==> config.mk <==
export PLATFORM = sky130hd
export DESIGN_NAME = riscvbc_mem_arbiter
export DESIGN_NICKNAME = d
export VERILOG_FILES = /design/src/rtl/riscvbc_mem_arbiter_pkg.sv /design/src/rtl/riscvbc_ArbIdFifo.sv /design/src/rtl/riscvbc_mem_arbiter.sv
export SDC_FILE = /design/constraint.sdc
export NUM_CORES = 1
export LEC_CHECK = 0
export CORE_AREA = 8 8 145 147
export CTS_CLUSTER_DIAMETER = 60
export DETAILED_ROUTE_END_ITERATION = 10
export DIE_AREA = 0 0 153 155
export GPL_TIMING_DRIVEN = 0
export PLACE_DENSITY = 0.67
export SETUP_SLACK_MARGIN = 0.5
export SKIP_CTS_REPAIR_TIMING = 1
export SYNTH_ARGS = -nofsm -noshare
export SYNTH_HDL_FRONTEND = slang
export SYNTH_SLANG_ARGS = --single-unit
==> constraint.sdc <==
create_clock -name clk -period 2.83 [get_ports clk]
set_clock_uncertainty 0.1 [all_clocks]
set_input_delay 0.283 -clock clk [delete_from_list [all_inputs] [get_ports clk]]
set_output_delay 0.283 -clock clk [all_outputs]
set_load 0.01 [all_outputs]
==> src/rtl/riscvbc_mem_arbiter_pkg.sv <==
// Shared definitions for the two-requester memory arbiter.
// Latency: n/a (types, constants and size helpers only).
// Backpressure: n/a.
package riscvbc_mem_arbiter_pkg;

  // Width of the requester ID carried through the ID FIFO
  localparam int RISCVBC_ARB_ID_SZ = 1;

  // Requester identity; also used as the round-robin priority value
  typedef enum logic {
    ARB_REQ0 = 1'b0,
    ARB_REQ1 = 1'b1
  } arb_id_e;

  // Byte-length field width of the vc memory messages
  function automatic int mem_len_sz(input int data_sz);
    return $clog2(data_sz / 8);
  endfunction

  // Request message layout: {type, addr, len, data}
  function automatic int mem_req_msg_sz(input int addr_sz, input int data_sz);
    return 1 + addr_sz + mem_len_sz(data_sz) + data_sz;
  endfunction

  // Response message layout: {type, len, data}
  function automatic int mem_resp_msg_sz(input int data_sz);
    return 1 + mem_len_sz(data_sz) + data_sz;
  endfunction

endpackage

==> src/rtl/riscvbc_ArbIdFifo.sv <==
// In-order FIFO of requester IDs for outstanding memory requests.
// Latency: a push becomes visible at the head on the next cycle.
// Backpressure: push ignored when full, pop ignored when empty; full/empty from registered occupancy.
module riscvbc_ArbIdFifo
  import riscvbc_mem_arbiter_pkg::*;
#(
  parameter int p_depth = 4
)
(
  input  logic                         clk,
  input  logic                         reset,
  input  logic                         push,
  input  logic [RISCVBC_ARB_ID_SZ-1:0] push_id,
  input  logic                         pop,
  output logic                         full,
  output logic                         empty,
  output logic [RISCVBC_ARB_ID_SZ-1:0] head
);

  localparam int c_ptr_sz = $clog2(p_depth);
  localparam logic [c_ptr_sz:0] c_full_occ = (c_ptr_sz + 1)'(p_depth);

  logic [RISCVBC_ARB_ID_SZ-1:0] id_mem [p_depth];
  logic [c_ptr_sz-1:0]          rd_ptr;
  logic [c_ptr_sz-1:0]          wr_ptr;
  logic [c_ptr_sz:0]            occ;
  logic                         do_push;
  logic                         do_pop;

  assign full    = (occ == c_full_occ);
  assign empty   = (occ == '0);
  assign do_push = push & ~full;
  assign do_pop  = pop & ~empty;
  assign head    = id_mem[rd_ptr];

  // Pointers and occupancy; power-of-two depth lets the pointers wrap naturally
  always_ff @(posedge clk or negedge reset) begin
    if (!reset) begin
      rd_ptr <= '0;
      wr_ptr <= '0;
      occ    <= '0;
      for (int i = 0; i < p_depth; i++) id_mem[i] <= '0;
    end else begin
      if (do_push) begin
        id_mem[wr_ptr] <= push_id;
        wr_ptr         <= wr_ptr + 1'b1;
      end
      if (do_pop) rd_ptr <= rd_ptr + 1'b1;
      if (do_push && !do_pop)      occ <= occ + 1'b1;
      else if (!do_push && do_pop) occ <= occ - 1'b1;
    end
  end

endmodule

==> src/rtl/riscvbc_mem_arbiter.sv <==
// Round-robin arbiter sharing one memory port between I-cache (0) and D-cache (1) refill paths.
// Latency: 0 cycles on both request and response paths (pure muxing).
// Backpressure: requests stall when the ID FIFO is full or memory is not ready; responses stall on the owner's rdy.
module riscvbc_mem_arbiter
  import riscvbc_mem_arbiter_pkg::*;
#(
  parameter int p_addr_sz = 32,
  parameter int p_data_sz = 32,
  parameter int p_depth   = 4
)
(
  input  logic                                            clk,
  input  logic                                            reset,

  input  logic                                            req0_val,
  output logic                                            req0_rdy,
  input  logic [mem_req_msg_sz(p_addr_sz, p_data_sz)-1:0] req0_msg,
  output logic                                            resp0_val,
  input  logic                                            resp0_rdy,
  output logic [mem_resp_msg_sz(p_data_sz)-1:0]           resp0_msg,

  input  logic                                            req1_val,
  output logic                                            req1_rdy,
  input  logic [mem_req_msg_sz(p_addr_sz, p_data_sz)-1:0] req1_msg,
  output logic                                            resp1_val,
  input  logic                                            resp1_rdy,
  output logic [mem_resp_msg_sz(p_data_sz)-1:0]           resp1_msg,

  output logic                                            memreq_val,
  input  logic                                            memreq_rdy,
  output logic [mem_req_msg_sz(p_addr_sz, p_data_sz)-1:0] memreq_msg,
  input  logic                                            memresp_val,
  output logic                                            memresp_rdy,
  input  logic [mem_resp_msg_sz(p_data_sz)-1:0]           memresp_msg,

  output logic [31:0]                                     grant0_cnt,
  output logic [31:0]                                     grant1_cnt,
  output logic                                            proto_err
);

  arb_id_e                      prio;
  arb_id_e                      winner;
  arb_id_e                      head_sel;
  logic [RISCVBC_ARB_ID_SZ-1:0] head_id;
  logic                         fifo_full;
  logic                         fifo_empty;
  logic                         fire;
  logic                         resp_fire;

  // Winner: the lone candidate, or the priority holder when both request
  always_comb begin
    winner = ARB_REQ0;
    if (req0_val && req1_val) winner = prio;
    else if (req1_val)        winner = ARB_REQ1;
  end

  // Request side; reset is folded in so nothing is offered while held in reset
  assign memreq_val = reset & (req0_val | req1_val) & ~fifo_full;
  assign memreq_msg = (winner == ARB_REQ1) ? req1_msg : req0_msg;
  assign req0_rdy   = reset & (winner == ARB_REQ0) & memreq_rdy & ~fifo_full;
  assign req1_rdy   = reset & (winner == ARB_REQ1) & memreq_rdy & ~fifo_full;
  assign fire       = memreq_val & memreq_rdy;

  // Response side: route to the oldest outstanding requester; empty FIFO blocks strays
  assign head_sel    = arb_id_e'(head_id);
  assign resp0_val   = memresp_val & ~fifo_empty & (head_sel == ARB_REQ0);
  assign resp1_val   = memresp_val & ~fifo_empty & (head_sel == ARB_REQ1);
  assign resp0_msg   = memresp_msg;
  assign resp1_msg   = memresp_msg;
  assign memresp_rdy = ~fifo_empty & ((head_sel == ARB_REQ1) ? resp1_rdy : resp0_rdy);
  assign resp_fire   = memresp_val & memresp_rdy;

  riscvbc_ArbIdFifo #(
    .p_depth (p_depth)
  ) u_id_fifo (
    .clk     (clk),
    .reset   (reset),
    .push    (fire),
    .push_id (winner),
    .pop     (resp_fire),
    .full    (fifo_full),
    .empty   (fifo_empty),
    .head    (head_id)
  );

  // Round-robin priority, grant counters and sticky stray-response flag
  always_ff @(posedge clk or negedge reset) begin
    if (!reset) begin
      prio       <= ARB_REQ0;
      grant0_cnt <= '0;
      grant1_cnt <= '0;
      proto_err  <= 1'b0;
    end else begin
      if (fire) begin
        prio <= (winner == ARB_REQ0) ? ARB_REQ1 : ARB_REQ0;
        if (winner == ARB_REQ0) grant0_cnt <= grant0_cnt + 32'd1;
        else                    grant1_cnt <= grant1_cnt + 32'd1;
      end
      if (memresp_val && fifo_empty) proto_err <= 1'b1;
    end
  end

endmodule

==> run metrics <==
Synth top area share=38.0%; # clock sinks=77; Overflow after GRT=0; Routability Congestion=0.831; drc violations=0; Via density=4.34; reg2reg path depth=7; Pre-antenna DRT Iters=4; R2R Path Start=u_id_fifo.rd_ptr[0]$_DFFE_PN0P_; fin crit share=88.3%; hold endpoint=grant1_cnt[11]$_DFFE_PN0P_; Clock transition at path regs=0.06 ns; min cycle time layout=2.50 ns; worst-path cell chain=mux4_2 > mux2i_2 > or2_4 > ha_4 > inv_2 > fa_2 > mux2_2; delay-heaviest family, CP=multiplexers; CP Data Required Time=between 2 and 3 ns; Pwr Density=454 nW/µm²; syn_nets=799; Worst R2R Setup Slack=0.33 ns; actual slew at the worst max-slew pin=0.593 ns; Layout area overhead=90.9%; drt wl/cell=18.9 µm; Filler cells=1834; Fin Hold WS=approximately 0.26 ns; core area=19000 µm²; worst path buffer plus inverter count=1; Cells after Synth=614; EDFF count, synth=0; reg2reg end=u_id_fifo.occ[1]$_DFFE_PN0P_; Max clock buf depth=2; Pleak=5.05 nW; #FFs+latches synth=between 70 and 80; hold_sp=req1_val; Rows=51; Hold Crit Class=in -> reg; DR iter-0 viols=223; Slew Limit Fails=0; total chip power=0.00440 W; Vias=5339; synth unique cells=45; crit-path max cell delay=0.55 ns; Buffers on Ports=348; arrival time worst endpoint=2.62 ns; Total Routing Usage GR=between 10% and 20%; Starting Density=26.8%; Fmax achieved=400 MHz; pre-CTS setup slack=-0.592 ns; Synth area leader=dfrtp_1; CP Depth=7; final setup vio count=0; syn_area_per_cell=approximately 8.3 µm²; initial antenna violation count=1; slowest CP cell=mux4_2; Slew headroom=approximately 60%; final wirelength=23200 µm; endpoints failing hold=0; Post-Syn Area=5070 µm²; most area-consuming cells after synthesis=dfrtp_1 38%, nand2_1 18%, buf_4 10%; most frequent cells in the layout=276 x clkdlybuf4s50_1, 238 x nand2_1, 77 x dfrtp_1; die width=153 µm; # IOs=385; TritonCTS clock tree=built; Placed Cells=1201; vias in the first global route=between 5000 and 6000; die area=between 20000 and 25000 µm²; first-pass GRT wire length=33700 µm; dpl hpwl=19400 µm; register area share after synthesis=38.0%; fin cells=1231; Final #Nets=1173; crit path max fanout=2; Clock Tree Root=clkbuf_16; ys async rst share=100%; Final WS setup=between 0.3 and 0.4 ns; outcome=finished, final reports clean; synth warn=0; WHS Path Cells=4; WS Path Type=reg -> reg; Die Ht=155 µm; worst ir drop on vdd=0.274 mV; MaxCap Viol Count=0; largest net degree at the start of global routing=between 50 and 60; share of cells above drive strength 1=around 15%; Worst setup EP type=register; worst skew pair latency=about 0.33 ns; RSZ-0062 raised after global routing=yes; antenna-violating nets left=0; Startpoint Class=register; TritonCTS Buffers=9; Max H-tree Level=3; most common cell after layout, fill and taps aside=clkdlybuf4s50_1; Main synth FF type=dfrtp_1
## cell families (layout without fill, tap and decap cells)
group,Yosys count,in the layout,synth area share (%)
XOR/XNOR,67,67,11.6
AND/OR/NAND/NOR,346,346,32.2
other,0,1,0
flip-flops,77,77,38.0
adder cells (fa/ha/maj),8,8,2.12
multiplexers,11,11,2.59
AO/OA/AOI/OAI,8,8,1.04
buffers and inverters,97,475,12.5
## power breakdown
part	internal (W)	switching (W)	leakage, nW
clock	0.000610	0.000423	0.129
combinational	0.00111	0.000827	3.92
sequential	0.00125	0.000177	1.01
total	0.00297	0.00143	5.05
## state kept, by name (all words and copies together) (netlist names)
name,count
u_id_fifo.id_mem,4
u_id_fifo.wr_ptr,2
u_id_fifo.rd_ptr,2
grant1_cnt,32
u_id_fifo.occ,3
prio,1
grant0_cnt,32
proto_err,1
## tightest hold or removal path: stages
cell     delay, ns
buf_6         0.12
nand2_8       0.08
nor3_2        0.05
xor2_1        0.11
## worst max-delay path by stage
stage / from / end / slack (ns)
finish: u_id_fifo.rd_ptr[0]$_DFFE_PN0P_ / u_id_fifo.occ[1]$_DFFE_PN0P_ / 0.33
global route: u_id_fifo.occ[0]$_DFFE_PN0P_ / req1_rdy / 0.26
CTS: req0_val / memreq_msg[14] / -0.61
detailed placement: req0_val / memreq_msg[14] / -0.59
global placement: reset / u_id_fifo.occ[2]$_DFFE_PN0P_ / -3.13
floorplan: u_id_fifo.rd_ptr[0]$_DFFE_PN0P_ / u_id_fifo.occ[1]$_DFFE_PN0P_ / 0.45
## layer usage
layer | global-route usage [%] | wire, µm
met1 | 18.6 | 8130
met2 | 34.5 | 12500
met3 | 8.32 | 2400
met4 | 4.29 | 196
met5 | 0 | 0
## through the flow
step | cell area (µm²) | utilization [%] | TNS (ns)
after floorplan | 5090 | - | 0
after global placement | 8870 | 46.8 | -341.86
after detailed placement | 8890 | 46.9 | -29.06
after CTS | 9150 | 48.3 | -29.90
after global routing | 9680 | 51.1 | 0
final | 9680 | 51.1 | 0
## cell type report
cell class | instances | area, µm² | area share [%]
Inverter | 10 | 37.5 | 0.388
Sequential cell | 77 | 1930 | 19.9
Antenna cell | 1 | 2.50 | 0.0258
Multi-Input combinational cell | 440 | 2570 | 26.5
Timing Repair Buffer | 363 | 3890 | 40.2
Clock inverter | 2 | 10.0 | 0.103
Buffer | 87 | 698 | 7.21
Clock buffer | 13 | 250 | 2.58
Tap cell | 238 | 298 | 3.08
## cell usage after synthesis (all sizes together) (5+ instances only)
| master | n |
|---|---|
| nand2 | 239 |
| dfrtp | 77 |
| buf | 73 |
| xnor2 | 43 |
| nor2 | 25 |
| xor2 | 24 |
| nand3 | 20 |
| nand4 | 17 |
| nor3 | 16 |
| clkbuf | 14 |
| inv | 10 |
| ha | 7 |
| mux2 | 7 |
| nand2b | 5 |
| nor4 | 5 |
(Power assumes the default switching activity.)
